$ cat src/rtl/multicycle_control.sv
// Multi-cycle FETCH/DECODE/EXEC/MEM/WB control sequencer for the 4-bit-opcode accumulator ISA.
// Optional retire counter output enabled by defining CTRL_RETIRE_CNT_EN.
module multicycle_control #(
   parameter int OPW         = 4,
   parameter int ALUW        = 3,
   parameter int MEM_TIMEOUT = 15,
   parameter int CNTW        = 16
) (
   input  logic            clk,
   input  logic            reset,
   input  logic            start,
   input  logic [OPW-1:0]  instr,
   input  logic            cond_true,
   input  logic            mem_ready,
   output logic            ir_load,
   output logic            pc_en,
   output logic            pc_branch,
   output logic [ALUW-1:0] alu_op,
   output logic            itype,
   output logic            movf,
   output logic            rd_mem,
   output logic            mem_req,
   output logic            mem_we,
   output logic            reg_write,
   output logic            busy,
   output logic            halted,
   output logic            mem_err,
   output logic            retire
`ifdef CTRL_RETIRE_CNT_EN
   ,
   output logic [CNTW-1:0] retire_count
`endif
);

   localparam logic [2:0] S_IDLE   = 3'd0;
   localparam logic [2:0] S_FETCH  = 3'd1;
   localparam logic [2:0] S_DECODE = 3'd2;
   localparam logic [2:0] S_EXEC   = 3'd3;
   localparam logic [2:0] S_MEM    = 3'd4;
   localparam logic [2:0] S_WB     = 3'd5;
   localparam logic [2:0] S_HALT   = 3'd6;

   localparam logic [2:0] C_SKIP = 3'd0;
   localparam logic [2:0] C_JMP  = 3'd1;
   localparam logic [2:0] C_CJMP = 3'd2;
   localparam logic [2:0] C_STR  = 3'd3;
   localparam logic [2:0] C_LD   = 3'd4;
   localparam logic [2:0] C_HALT = 3'd5;
   localparam logic [2:0] C_WB   = 3'd6;

   localparam int WW = (MEM_TIMEOUT < 2) ? 1 : $clog2(MEM_TIMEOUT + 1);
   localparam logic [WW-1:0] WAIT_LIMIT = WW'(MEM_TIMEOUT - 1);

   logic [2:0]     state_q, state_d;
   logic [OPW-1:0] op_q;
   logic [WW-1:0]  wait_q, wait_d;
   logic           mem_err_q, mem_err_d;

   logic [3:0]     op_lo_s;
   logic           op_nop_s;
   logic [2:0]     cls_s;
   logic [2:0]     alu_s;
   logic           itype_s;
   logic           movf_s;

   assign op_lo_s  = op_q[3:0];
   assign op_nop_s = ((op_q >> 4) != {OPW{1'b0}});

   // Opcode classification and EXEC-stage ALU controls from the registered opcode
   always_comb begin
      cls_s   = C_SKIP;
      alu_s   = 3'b000;
      itype_s = 1'b0;
      movf_s  = 1'b0;
      if (op_nop_s) begin
         cls_s = C_SKIP;
      end else begin
         case (op_lo_s)
            4'h0:                   cls_s = C_JMP;
            4'h1, 4'h2, 4'h3, 4'h4: cls_s = C_CJMP;
            4'h5: begin cls_s = C_WB;   alu_s = 3'b000; end
            4'h6: begin cls_s = C_WB;   alu_s = 3'b011; end
            4'h7:                   cls_s = C_STR;
            4'h8:                   cls_s = C_LD;
            4'h9: begin cls_s = C_WB;   alu_s = 3'b110; end
            4'hA: begin cls_s = C_WB;   movf_s = 1'b1; end
            4'hB:                   cls_s = C_HALT;
            4'hC: begin cls_s = C_SKIP; alu_s = 3'b111; end
            4'hD: begin cls_s = C_WB;   alu_s = 3'b001; itype_s = 1'b1; end
            4'hE: begin cls_s = C_WB;   itype_s = 1'b1; end
            4'hF: begin cls_s = C_WB;   alu_s = 3'b101; itype_s = 1'b1; end
            default:                cls_s = C_SKIP;
         endcase
      end
   end

   // Next-state, memory wait counter and per-state datapath controls
   always_comb begin
      state_d   = state_q;
      wait_d    = wait_q;
      mem_err_d = mem_err_q;
      ir_load   = 1'b0;
      pc_en     = 1'b0;
      pc_branch = 1'b0;
      alu_op    = {ALUW{1'b0}};
      itype     = 1'b0;
      movf      = 1'b0;
      rd_mem    = 1'b0;
      mem_req   = 1'b0;
      mem_we    = 1'b0;
      reg_write = 1'b0;
      halted    = 1'b0;
      retire    = 1'b0;
      case (state_q)
         S_IDLE: begin
            if (start) state_d = S_FETCH;
            else       state_d = S_IDLE;
         end
         S_FETCH: begin
            ir_load = 1'b1;
            state_d = S_DECODE;
         end
         S_DECODE: state_d = S_EXEC;
         S_EXEC: begin
            alu_op = ALUW'(alu_s);
            itype  = itype_s;
            movf   = movf_s;
            case (cls_s)
               C_JMP: begin
                  pc_en = 1'b1; pc_branch = 1'b1; retire = 1'b1; state_d = S_FETCH;
               end
               C_CJMP: begin
                  pc_en = 1'b1; pc_branch = cond_true; retire = 1'b1; state_d = S_FETCH;
               end
               C_STR, C_LD: begin
                  wait_d  = {WW{1'b0}};
                  state_d = S_MEM;
               end
               C_WB:   state_d = S_WB;
               C_HALT: begin
                  retire = 1'b1; state_d = S_HALT;
               end
               default: begin
                  pc_en = 1'b1; retire = 1'b1; state_d = S_FETCH;
               end
            endcase
         end
         S_MEM: begin
            mem_req = 1'b1;
            mem_we  = (cls_s == C_STR);
            // A ready on the limit cycle still completes the access
            if (mem_ready) begin
               wait_d = {WW{1'b0}};
               if (cls_s == C_STR) begin
                  pc_en = 1'b1; retire = 1'b1; state_d = S_FETCH;
               end else begin
                  state_d = S_WB;
               end
            end else if (wait_q == WAIT_LIMIT) begin
               wait_d    = {WW{1'b0}};
               mem_err_d = 1'b1;
               state_d   = S_HALT;
            end else begin
               wait_d = wait_q + WW'(1);
            end
         end
         S_WB: begin
            reg_write = 1'b1;
            rd_mem    = (cls_s == C_LD);
            pc_en     = 1'b1;
            retire    = 1'b1;
            state_d   = S_FETCH;
         end
         S_HALT: begin
            halted = 1'b1;
            if (start) state_d = S_FETCH;
            else       state_d = S_HALT;
         end
         default: state_d = S_IDLE;
      endcase
   end

   assign busy    = (state_q != S_IDLE) && (state_q != S_HALT);
   assign mem_err = mem_err_q;

   // State, opcode, wait counter and sticky error registers
   always_ff @(posedge clk or posedge reset) begin
      if (reset) begin
         state_q   <= S_IDLE;
         op_q      <= {OPW{1'b0}};
         wait_q    <= {WW{1'b0}};
         mem_err_q <= 1'b0;
      end else begin
         state_q   <= state_d;
         wait_q    <= wait_d;
         mem_err_q <= mem_err_d;
         if (state_q == S_FETCH) op_q <= instr;
      end
   end

`ifdef CTRL_RETIRE_CNT_EN
   logic [CNTW-1:0] retire_cnt_q;

   // Retired-instruction counter, wraps naturally
   always_ff @(posedge clk or posedge reset) begin
      if (reset)       retire_cnt_q <= {CNTW{1'b0}};
      else if (retire) retire_cnt_q <= retire_cnt_q + CNTW'(1);
   end

   assign retire_count = retire_cnt_q;
`endif

endmodule

$ cat config.mk
export PLATFORM = sky130hd
export DESIGN_NAME = multicycle_control
export DESIGN_NICKNAME = d
export VERILOG_FILES = /design/src/rtl/multicycle_control.sv
export SDC_FILE = /design/constraint.sdc
export NUM_CORES = 1
export LEC_CHECK = 0
export CAP_MARGIN = 0
export CELL_PAD_IN_SITES_DETAIL_PLACEMENT = 1
export CELL_PAD_IN_SITES_GLOBAL_PLACEMENT = 1
export CORE_MARGIN = 2
export CORE_UTILIZATION = 36
export CTS_CLUSTER_DIAMETER = 120
export DETAILED_ROUTE_END_ITERATION = 6
export MAX_ROUTING_LAYER = met4
export PLACE_DENSITY = 0.87
export SETUP_SLACK_MARGIN = 0.4
export SLEW_MARGIN = 20
export SYNTH_ARGS = -nofsm -noshare
export SYNTH_HDL_FRONTEND = slang
export SYNTH_SLANG_ARGS = --single-unit
$ cat constraint.sdc
create_clock -name clk -period 3.5 [get_ports clk]
set_clock_uncertainty 0.2 [all_clocks]
set_input_delay 0.525 -clock clk [delete_from_list [all_inputs] [get_ports clk]]
set_output_delay 0.525 -clock clk [all_outputs]
set_load 0.005 [all_outputs]
=== Yosys cells after proc, flatten, opt, wreduce, memory -nomap -nowiden ===
Cells that the tools add are included.

* Bits in latches: 0
* Memories kept: 0
* Bits in writable memories: 0
* Input bits: 9
* Output and inout port bits: 16
* Bits in read-only memories: 0
* Flip-flop bits (word level): 12

* Eq/ne operators: 31
* $add $sub $neg: 1
* Bitwise operators: 1
* Shift operators: 0
* Multipliers: 0
* Mux-type cells: 32
* Reduce and logical (&&, ||, !) cells: 13
* Div/mod/pow operators: 0
* Order comparisons: 0

{| class="wikitable"
|+ Operator list
! kind !! count
|-
| one-hot mux 3 bit (7 select lines) || 2
|-
| equality test 4 bit, second input constant || 9
|-
| equality test 3 bit, second input constant || 6
|-
| equality test 4 x 3 -> 1 bit, second input constant || 4
|-
| two-way mux 1 bit || 16
|-
| two-way mux 3 bit || 5
|-
| one-hot mux 3 bit (5 select lines) || 1
|-
| equality test 3 x 2 -> 1 bit, second input constant || 4
|-
| two-way mux 4 bit || 3
|-
| one-hot mux 3 bit (3 select lines) || 1
|-
| equality test 4 x 2 -> 1 bit, second input constant || 2
|-
| one-hot mux 4 bit (2 select lines) || 1
|-
| OR reduction 4 bit || 2
|-
| OR reduction 7 bit || 1
|-
| equality test 3 x 1 -> 1 bit, second input constant || 2
|-
| != test 3 bit, second input constant || 2
|-
| one-hot mux 1 bit (3 select lines) || 2
|-
| OR reduction 3 bit || 2
|-
| adder 4 x 1 -> 4 bit, second input constant || 1
|-
| equality test 4 x 1 -> 1 bit, second input constant || 1
|-
| logical NOT 4 bit || 1
|-
| logical NOT 3 bit || 1
|-
| AND reduction 3 bit || 1
|-
| nonzero test 3 bit || 1
|-
| 7 further kinds || 7
|}

=== Longest topological paths before layout ===
Gate-level depths: netlist (run 1).

* Depth after elaboration: 7
* Mapped depth: 6

=== Worst setup path before layout (run 1) ===
No wires, ideal clock.

* Path kind: register -> output
* Start point: register op_q[3], in the netlist op_lo_s[3]
* End point: output port pc_en
* Required time: 2.775 ns
* Data arrival time: 1.254 ns
* Path slack: 1.521 ns
* Cell stages (with the launch flop): 6
* Cells stage by stage: dfrtp_1 -> clkbuf_1 -> and4b_1 -> nand2_1 -> nor2_1 -> a311o_1

* Cells in the longest elaborated chain, start to end: 7
* Elaborated cells on any way between the ends: 28

{| class="wikitable"
|+ Ends and longest elaborated chain
! what !! line !! source
|-
| from (decl) || 55 || <nowiki>logic [OPW-1:0] op_q;</nowiki>
|-
| from (signal assigned) || 190 || <nowiki>op_q <= {OPW{1'b0}};</nowiki>
|-
| from (signal assigned) || 197 || <nowiki>if (state_q == S_FETCH) op_q <= instr;</nowiki>
|-
| equality test 4 bit, or another cell as far along || 78 || <nowiki>case (op_lo_s)</nowiki>
|-
| OR reduction 7 bit (no line) or OR reduction 4 bit (tied branches) || n/a ||
|-
| one-hot mux 3 bit (7 select lines) (*) || 78 ||
|-
| equality test 3 x 2 -> 1 bit or equality test 3 bit (tied branches) || 128, 154 ||
|-
| OR reduction 4 bit (no line) or two-way mux 1 bit (tied branches) || n/a ||
|-
| two-way mux 1 bit (on tied branches) || 128, 152 ||
|-
| one-hot mux 1 bit (3 select lines) (*) || 114 || <nowiki>case (state_q)</nowiki>
|-
| to (decl) || 16 || <nowiki>output logic pc_en,</nowiki>
|}

Every way passes the cells marked *; elsewhere a longest branch is shown, timed or not.

=== Final worst setup path (run 1) ===
* Start point: register state_q[1]
* End point: output port itype

* Cells in the longest elaborated chain, start to end: 2

{| class="wikitable"
|+ Ends and longest elaborated chain
! what !! line !! source
|-
| from (decl) || 54 || <nowiki>logic [2:0] state_q, state_d;</nowiki>
|-
| from (signal assigned) || 194 || <nowiki>state_q <= state_d;</nowiki>
|-
| equality test 3 x 2 -> 1 bit || 114 ||
|-
| two-way mux 1 bit || 114 ||
|-
| to (decl) || 19 || <nowiki>output logic itype,</nowiki>
|}

Every way passes these cells.

==> impl_metrics.toml, run 1 <==
[timing]
slew_headroom = 0.6826
worst_pin_slew_ps = 475.5
finalCriticalPeriod_ps = 2838
fin_tns_setup_ps = 0
hold_viol = 0
clock.fmax_ghz = 0.3524
rsz0062_at_grt = "false"
hold-worst-slack_ps = 283.5
slew_viol_final = 0
setup_viol = 0
period_share = 0.8108

[synth]
synth_top_area_cell = "dfrtp_1"
syn_area_sq_um = 884.6
ys_types = 37
yosysWarningCount = 0
avgSynthCellArea_sq_um = 8.267
synth_top_area_frac = 0.3395
synth-main-ff-cell = "dfrtp_1"
synth_cells = 107
ys_ff_latch = 12
syn-num-nets = 118
ys_seq_area_frac = 0.3395
synth_edf_count = 0
netlist_top_cells_area = "dfrtp_1 (34%), nor3b_1 (5.1%), nand2_1 (4.7%)"
async_flop_share = 1.000

[worst_setup_path]
endpoint_kind = "output pin"
cp_data_arrival_time_ps = 2110
cpPeakStageDelay_ps = 540
rrSetupSlack_ps = 1510
path_class = "flip-flop to output pin"
reg2reg_depth = 4
cp_cell_sequence = "nor2b_1 -> nand2_1 -> nor4bb_1 -> clkdlybuf4s50_1"
cp_max_fo = 10
cp-start-kind = "flip-flop"
critPathSlowestCell = "clkdlybuf4s50_1"
cp.required_ps = 2770

[grt]
grt_pass1_wl_microns = 3732
grt_pass1_vias = 832
globalRouteOverflowTotal = 0
antenna_found_initial = 0
grt_max_degree = 14
groute.usage.overall = 0.1877

[finish]
drive_gt1_frac = 0.06349
diodes = 0
fillCellCount = 280
area_delta_synth_final_pct = 28.85
num-nets-final = 139
final_core_util = 0.5008

[clocking]
cts_tree = "built"
hold_buffers = 0
clk_pin_slew_ps = 80
cts_max_level = 1
clock_sinks = 12
clock_path_buffers = 2
cts_buffers = 3
clk_latency_ps = 280
post-cts-setup-buffers = 0
root_buffer = "clkbuf_4"
cts-resized-gates = 0

[drt]
via_count = 827
via_per_inst = 5.370
wl_met3_microns = 80
ant_nets = 0
drc_errors = 0
highest_layer = "met4"
wl_microns = 2285
dr.pass1.iters = 4
met2_length_microns = 1102
first_iter_violations = 8
wire_per_inst_microns = 14.84
met1Wirelength_microns = 1079

[power]
seqPwrFrac = 0.366
clockPowerShare = 0.099
p_sw_frac = 0.4418
p_switching_mw = 0.3903
p_int_mw = 0.4930
p_per_area_mw_per_mm2 = 774.9
ir_worst_vdd_mv = 0.3927
p_leak_nw = 0.5068
combinationalPowerShare = 0.535

[floorplan]
initial_core_util = 0.3887
die_h_microns = 53.57
num_rows = 17
core-area_sq_mm = 0.002276
fp.dieArea_sq_mm = 0.002870
io_pins = 25
die_x_microns = 53.57

[min_path]
hold_depth = 1
hold_path_class = "flip-flop to flip-flop"

[placed_design]
dpl.hpwl_microns = 1768
place_congestion = 0.7120
io_buffers = 24

[flow_run]
drv_cap = 0

[run_status]
outcome = "complete, no violations"
[flip-flops by register name, summed over array words and instances (netlist names)]
| name | cells |
|---|---|
| op_lo_s | 4 |
| state_q | 3 |
| mem_err | 1 |
| wait_q | 4 |
[worst max-delay path: cells and delay by family, from the launching register on]
family	cells	cell delay, ps
DFF	1	480
and+or+nand+nor	3	810
buffers and inverters	1	540
[path summary, 6_finish.rpt]
path | from | endpoint
min | mem_err | mem_err
min reg2reg | mem_err | mem_err
max reg2reg | state_q[0] | wait_q[2]
max | state_q[1] | itype
max in group asynchronous | reset | op_lo_s[1]
min in group asynchronous | reset | wait_q[2]
[cells in the mapped netlist (2+ instances only)]
cell type / instances
a21o_1: 3
o21ai_0: 7
dfrtp_1: 12
o22ai_1: 2
clkbuf_1: 5
mux2_2: 3
nor2_1: 8
xnor2_1: 3
nand2_1: 11
a31oi_1: 2
a211oi_1: 2
a311o_1: 2
nor2b_1: 2
nor3b_1: 6
inv_1: 8
ha_1: 2
nand3_1: 2
a21oi_1: 6
and3_1: 3
[area by class of cell]
cell class                      instances  area, sq um  share of cell area
Multi-Input combinational cell         79        511.7              0.4490
Sequential cell                        12        300.3              0.2634
Timing Repair Buffer                   24        240.2              0.2108
Tap cell                               28        35.03             0.03074
Inverter                                8        30.03             0.02634
Clock buffer                            3        22.52             0.01976
[layer usage]
layer | vias to the layer above | global-route usage
li1 | 415 | -
met1 | 389 | 0.2360
met2 | 20 | 0.3169
met3 | 3 | 0.02500
met4 | 0 | 0.05128
met5 | - | -
[layout by cell type, fill, tap and decap left out, types with 2 or more instances in the layout]
| master | n |
|---|---|
| inv_1 | 8 |
| o21ai_0 | 7 |
| clkdlybuf4s50_1 | 24 |
| nand2_1 | 11 |
| a211oi_1 | 2 |
| nor2_1 | 8 |
| clkbuf_4 | 3 |
| a21o_1 | 3 |
| nor3b_1 | 6 |
| a311o_1 | 2 |
| xnor2_1 | 3 |
| ha_1 | 2 |
| mux2_2 | 3 |
| nor2b_1 | 2 |
| o22ai_1 | 2 |
| nand3_1 | 2 |
| a21oi_1 | 6 |
| a31oi_1 | 2 |
| and3_1 | 3 |
| dfrtp_1 | 12 |
[power by group through the flow]
stage	clock network [mW]	registers, mW	logic, mW
2_1_floorplan	0	0.226	0.410
3_3_place_gp	0	0.316	0.453
3_5_place_dp	0	0.326	0.474
4_1_cts	0.0860	0.322	0.479
5_1_grt	0.0971	0.341	0.530
6_report	0.0874	0.324	0.472
[through the flow]
| step | cell area, sq um | power, mW | std cells | setup slack (ps) |
|---|---|---|---|---|
| after global placement | 1117 | 0.7692 | 151 | 852.7 |
| after floorplan | 884.6 | 0.6363 | 107 | 1521 |
| after CTS | 1140 | 0.8873 | 154 | 651.4 |
| after global routing | 1140 | 0.9683 | 154 | 447.7 |
| after detailed placement | 1117 | 0.8001 | 151 | 821.2 |
| final | 1140 | 0.8833 | 154 | 662.4 |
[logic make-up (layout without fill, tap and decap cells)]
kind of cell             after synthesis  in the layout  share of synthesized area
AND/OR/NAND/NOR                       41             41                     0.2589
AO/OA/AOI/OAI                         30             30                     0.2235
buffers and inverters                 16             35                    0.08204
flip-flops                            12             12                     0.3395
XOR/XNOR                               3              3                    0.02971
multiplexers                           3              3                    0.03819
adder cells (fa/ha/maj)                2              2                    0.02828
No activity file was read; power rests on OpenSTA's default activity.
==> run 2, diff against run 1 <==
--- a/config.mk
+++ b/config.mk
@@ -9,11 +9,11 @@
 export CELL_PAD_IN_SITES_DETAIL_PLACEMENT = 1
 export CELL_PAD_IN_SITES_GLOBAL_PLACEMENT = 1
 export CORE_MARGIN = 2
-export CORE_UTILIZATION = 36
+export CORE_UTILIZATION = 34
 export CTS_CLUSTER_DIAMETER = 120
 export DETAILED_ROUTE_END_ITERATION = 6
 export MAX_ROUTING_LAYER = met4
-export PLACE_DENSITY = 0.87
+export PLACE_DENSITY = 0.83
 export SETUP_SLACK_MARGIN = 0.4
 export SLEW_MARGIN = 20
 export SYNTH_ARGS = -nofsm -noshare
==> constraint.sdc (replaced) <==
create_clock -name clk -period 2.8 [get_ports clk]
set_clock_uncertainty 0.2 [all_clocks]
set_input_delay 0.42 -clock clk [delete_from_list [all_inputs] [get_ports clk]]
set_output_delay 0.42 -clock clk [all_outputs]
set_load 0.005 [all_outputs]
==> impl_metrics.toml, run 2 (synthesis results as in run 1) <==
[placed_design]
dpl.cell_count = 153
dpl_cell_area_sq_mm = 0.001120
dpl.hpwl_microns = 1841
io_buffers = 24
place_congestion = 0.7667
place_ws_ps = 295.3

[grt]
antenna_found_initial = 0
grt_pass1_vias = 1063
groute.usage.overall = 0.2394
globalRouteOverflowTotal = 0
grt_pass1_wl_microns = 4878
grt_max_degree = 13

[timing]
slew_viol_final = 0
period_share = 0.8842
worst_pin_slew_ps = 493.3
setup_viol = 0
clock.fmax_ghz = 0.4039
finalCriticalPeriod_ps = 2476
hold_viol = 0
hold-worst-slack_ps = 248.2
fin_tns_setup_ps = 0
rsz0062_at_grt = "true"
final.setup.worst_slack_ps = 324.2
slew_headroom = 0.6708

[clocking]
clk_latency_ps = 290
cts_buffers = 3
clk_pin_slew_ps = 90
root_buffer = "clkbuf_4"
hold_buffers = 0
cts_max_level = 1
clock_path_buffers = 2
clock_sinks = 12
cts_tree = "built"

[drt]
wl_microns = 3989
via_count = 1068
via_per_inst = 5.773
dr.pass1.iters = 4
drc_errors = 0
ant_nets = 0
first_iter_violations = 21
wire_per_inst_microns = 21.56

[run_status]
outcome = "complete, no violations"

[worst_setup_path]
path_class = "flip-flop to output pin"
cp-start-kind = "flip-flop"
cp.required_ps = 2180
endpoint_kind = "output pin"
cp_max_fo = 4
cp_data_arrival_time_ps = 1860

[finish]
drive_gt1_frac = 0.3742
stdcell_count = 185
final_cell_mix = "buf_4 (27), clkdlybuf4s50_1 (12), nand2_1 (9)"
num-nets-final = 167
area_delta_synth_final_pct = 63.08
diodes = 0
fillCellCount = 305
final_common_cell = "buf_4"
fin_area_sq_mm = 0.001443
final_core_util = 0.5823

[floorplan]
die_h_microns = 55.01
initial_core_util = 0.3571
num_rows = 18
fp.dieArea_sq_mm = 0.003026
io_pins = 25
core-area_sq_mm = 0.002477
die_x_microns = 55.01

[power]
p_leak_nw = 0.7780
ir_worst_vdd_mv = 0.5995
p_per_area_mw_per_mm2 = 1119
power_mw = 1.615
p_int_mw = 0.8904
combinationalPowerShare = 0.682
p_sw_frac = 0.4486
clockPowerShare = 0.089
seqPwrFrac = 0.229
p_switching_mw = 0.7244

[min_path]
hold_path_class = "input port to asynchronous set/reset pin"

[flow_run]
drv_cap = 0
[run 2: critical path, cell delays in order, from the launching register on]
cell	delay (ps)
dfrtp_2	440
buf_4	150
or3b_4	420
inv_1	80
clkdlybuf4s50_1	490
[run 2: path summary, 6_finish.rpt]
check,slack (ps),endpoint,cells after the start,from
max in group asynchronous,1780,op_lo_s[0],2,reset
min reg2reg,290,mem_err,1,mem_err
max reg2reg,600,wait_q[2],6,state_q[1]
min in group clk,290,mem_err,1,mem_err
max,320,mem_req,4,state_q[1]
min,250,wait_q[1],2,reset
[run 2: power by group through the flow]
stage | clock network, mW | logic [mW] | registers [mW]
6_report | 0.144 | 1.10 | 0.370
3_5_place_dp | 0 | 0.596 | 0.402
5_1_grt | 0.152 | 1.16 | 0.376
2_1_floorplan | 0 | 0.512 | 0.283
4_1_cts | 0.146 | 0.865 | 0.352
3_3_place_gp | 0 | 0.566 | 0.395
[run 2: layer usage]
layer / track usage / routed length, microns / up-vias
li1: - / - / 472
met3: 0.05645 / 213 / 11
met2: 0.4504 / 2179 / 46
met5: - / 0 / -
met1: 0.2487 / 1521 / 539
met4: 0.06098 / 75 / 0
[run 2: cell type report]
cell class | instances | area (sq um) | share of cell area
clock buffers | 4 | 36.28 | 0.02515
inverters | 8 | 30.03 | 0.02082
multi-input cells | 79 | 575.6 | 0.3990
flip-flops and latches | 12 | 309.0 | 0.2142
well taps | 30 | 37.54 | 0.02602
repair buffers | 52 | 454.2 | 0.3148
[run 2: what timing repair did]
action | 4_1_cts | 5_1_grt
pin swaps | 3 | 3
setup buffers | 20 | 8
endpoints found under the setup margin | 12 | 10
gates cloned | 0 | 0
hold endpoints to repair | 0 | 0
resized for setup | 24 | 17
==> run 3, diff against run 2 <==
--- a/config.mk
+++ b/config.mk
@@ -8,7 +8,6 @@
 export CAP_MARGIN = 0
 export CELL_PAD_IN_SITES_DETAIL_PLACEMENT = 1
 export CELL_PAD_IN_SITES_GLOBAL_PLACEMENT = 1
-export CORE_MARGIN = 2
 export CORE_UTILIZATION = 34
 export CTS_CLUSTER_DIAMETER = 120
 export DETAILED_ROUTE_END_ITERATION = 6
==> constraint.sdc (replaced) <==
create_clock -name clk -period 2.8 [get_ports clk]
set_clock_uncertainty 0.2 [all_clocks]
set_input_delay 0.56 -clock clk [delete_from_list [all_inputs] [get_ports clk]]
set_output_delay 0.56 -clock clk [all_outputs]
set_load 0.005 [all_outputs]
==> impl_metrics.toml, run 3 (synthesis results as in run 1) <==
[timing]
worst_pin_slew_ps = 449.5
finalCriticalPeriod_ps = 2438
hold_viol = 0
period_share = 0.8706
clock.fmax_ghz = 0.4102
slew_viol_final = 0
slew_headroom = 0.7000
rsz0062_at_grt = "true"
final.setup.worst_slack_ps = 362.4
setup_viol = 0
fin_tns_setup_ps = 0

[finish]
drive_gt1_frac = 0.4268
final_cell_mix = "buf_4 (27), clkdlybuf4s50_1 (9), nand2_1 (8)"
diodes = 0
final_common_cell = "buf_4"
final_core_util = 0.5808
num-nets-final = 169
area_delta_synth_final_pct = 62.66

[worst_setup_path]
endpoint_kind = "output pin"
cpPeakStageDelay_ps = 420
critical_path.endpoint = "pc_en"
cp.required_ps = 2040
startpoint = "op_lo_s[0]"
path_class = "flip-flop to output pin"
cp_data_arrival_time_ps = 1680
rrSetupSlack_ps = 670
cp_max_fo = 3
critPathSlowestCell = "dfrtp_2"
reg2reg_depth = 6
r2r-end = "wait_q[2]"
cp-start-kind = "flip-flop"
worstReg2RegStart = "state_q[1]"
cp_cell_sequence = "buf_4 -> and4b_2 -> nand2_2 -> nor2_1 -> a311o_1 -> clkbuf_2"

[grt]
grt_pass1_vias = 983
groute.usage.overall = 0.2475
antenna_found_initial = 0
grt_pass1_wl_microns = 4678
grt_max_degree = 13
globalRouteOverflowTotal = 0

[floorplan]
initial_core_util = 0.3571
num_rows = 18
die_h_microns = 53.01
fp.dieArea_sq_mm = 0.002810
core-area_sq_mm = 0.002477
die_x_microns = 53.01
io_pins = 25

[power]
ir_worst_vdd_mv = 0.6745
p_leak_nw = 0.7710
p_per_area_mw_per_mm2 = 1086

[clocking]
cts_max_level = 1
root_buffer = "clkbuf_4"
hold_buffers = 0
clock_path_buffers = 2
clk_latency_ps = 290
clk_pin_slew_ps = 80
cts_tree = "built"
clock_sinks = 12
cts_buffers = 3

[drt]
drc_errors = 0
first_iter_violations = 8
via_per_inst = 5.396
via_count = 1009
dr.pass1.iters = 4
wl_microns = 3316
ant_nets = 0
wire_per_inst_microns = 17.73

[min_path]
hold_path_class = "flip-flop to flip-flop"

[placed_design]
place_ws_ps = 127.0
place_congestion = 0.7839
io_buffers = 24
dpl.hpwl_microns = 1613

[flow_run]
drv_cap = 0

[run_status]
outcome = "complete, no violations"
## run 3: changes by cell type in the layout (fill, tap and decap cells not counted), moves of 2 or more
cell / delta
xnor2_1: -2
clkbuf_2: +6
clkdlybuf4s50_1: -3
dlygate4sd2_1: -2
dfrtp_1: +2
dlymetal6s2s_1: -2
dfrtp_2: -2
buf_6: +2
xnor2_2: +2
## run 3: how the worst min path moves through the flow
stage                          to  cells after the start  slack [ps]  startpoint
after floorplan           mem_err                      1         220       reset
after global placement    mem_err                      1         260     mem_err
after detailed placement  mem_err                      1         260     mem_err
after CTS                 mem_err                      1         280     mem_err
after global routing      mem_err                      1         320     mem_err
final                     mem_err                      1         290     mem_err
## run 3: metal layers
| metal | share of wire | global-route usage | vias to the layer above | wire [microns] |
|---|---|---|---|---|
| li1 | - | - | 478 | - |
| met1 | 0.39 | 0.2614 | 500 | 1289 |
| met2 | 0.56 | 0.4451 | 22 | 1860 |
| met3 | 0.024 | 0.04023 | 9 | 79 |
| met4 | 0.026 | 0.1184 | 0 | 87 |
| met5 | 0 | - | - | 0 |
## run 3: timing repair
item | 4_1_cts | 5_1_grt
gates resized for setup | 33 | 24
setup endpoints to repair | 14 | 11
buffers inserted | 19 | 7
pin swaps | 4 | 3
gates cloned | 0 | 1
## run 3: critical path, delay by kind of cell (launching register included)
| kind | cells | cell delay (ps) |
|---|---|---|
| flops | 1 | 420 |
| simple gates | 3 | 380 |
| compound gates | 1 | 320 |
| buf+inv | 2 | 270 |
## run 3: power by group
group / internal [mW] / switching [mW]
Clock: 0.0794 / 0.0667
Combinational: 0.559 / 0.517
Sequential: 0.254 / 0.0871
## run 3: final cells by class
type | instances | area [sq um]
fillers | 306 | 1039
multi-input cells | 79 | 583.1
repair buffers | 54 | 445.4
flip-flops and latches | 12 | 306.5
well taps | 30 | 37.54
clock buffers | 4 | 36.28
inverters | 8 | 30.03
## run 3: per-stage QoR
step                      hold slack, ps  instance area, sq um  cells  power, mW
after floorplan                    224.7                 884.6    107     0.7954
after global placement             255.8                  1142    156     0.9864
after detailed placement           262.2                  1142    156      1.006
after CTS                          282.2                  1365    179      1.383
after global routing               323.6                  1439    187      1.670
final                              291.9                  1439    187      1.563
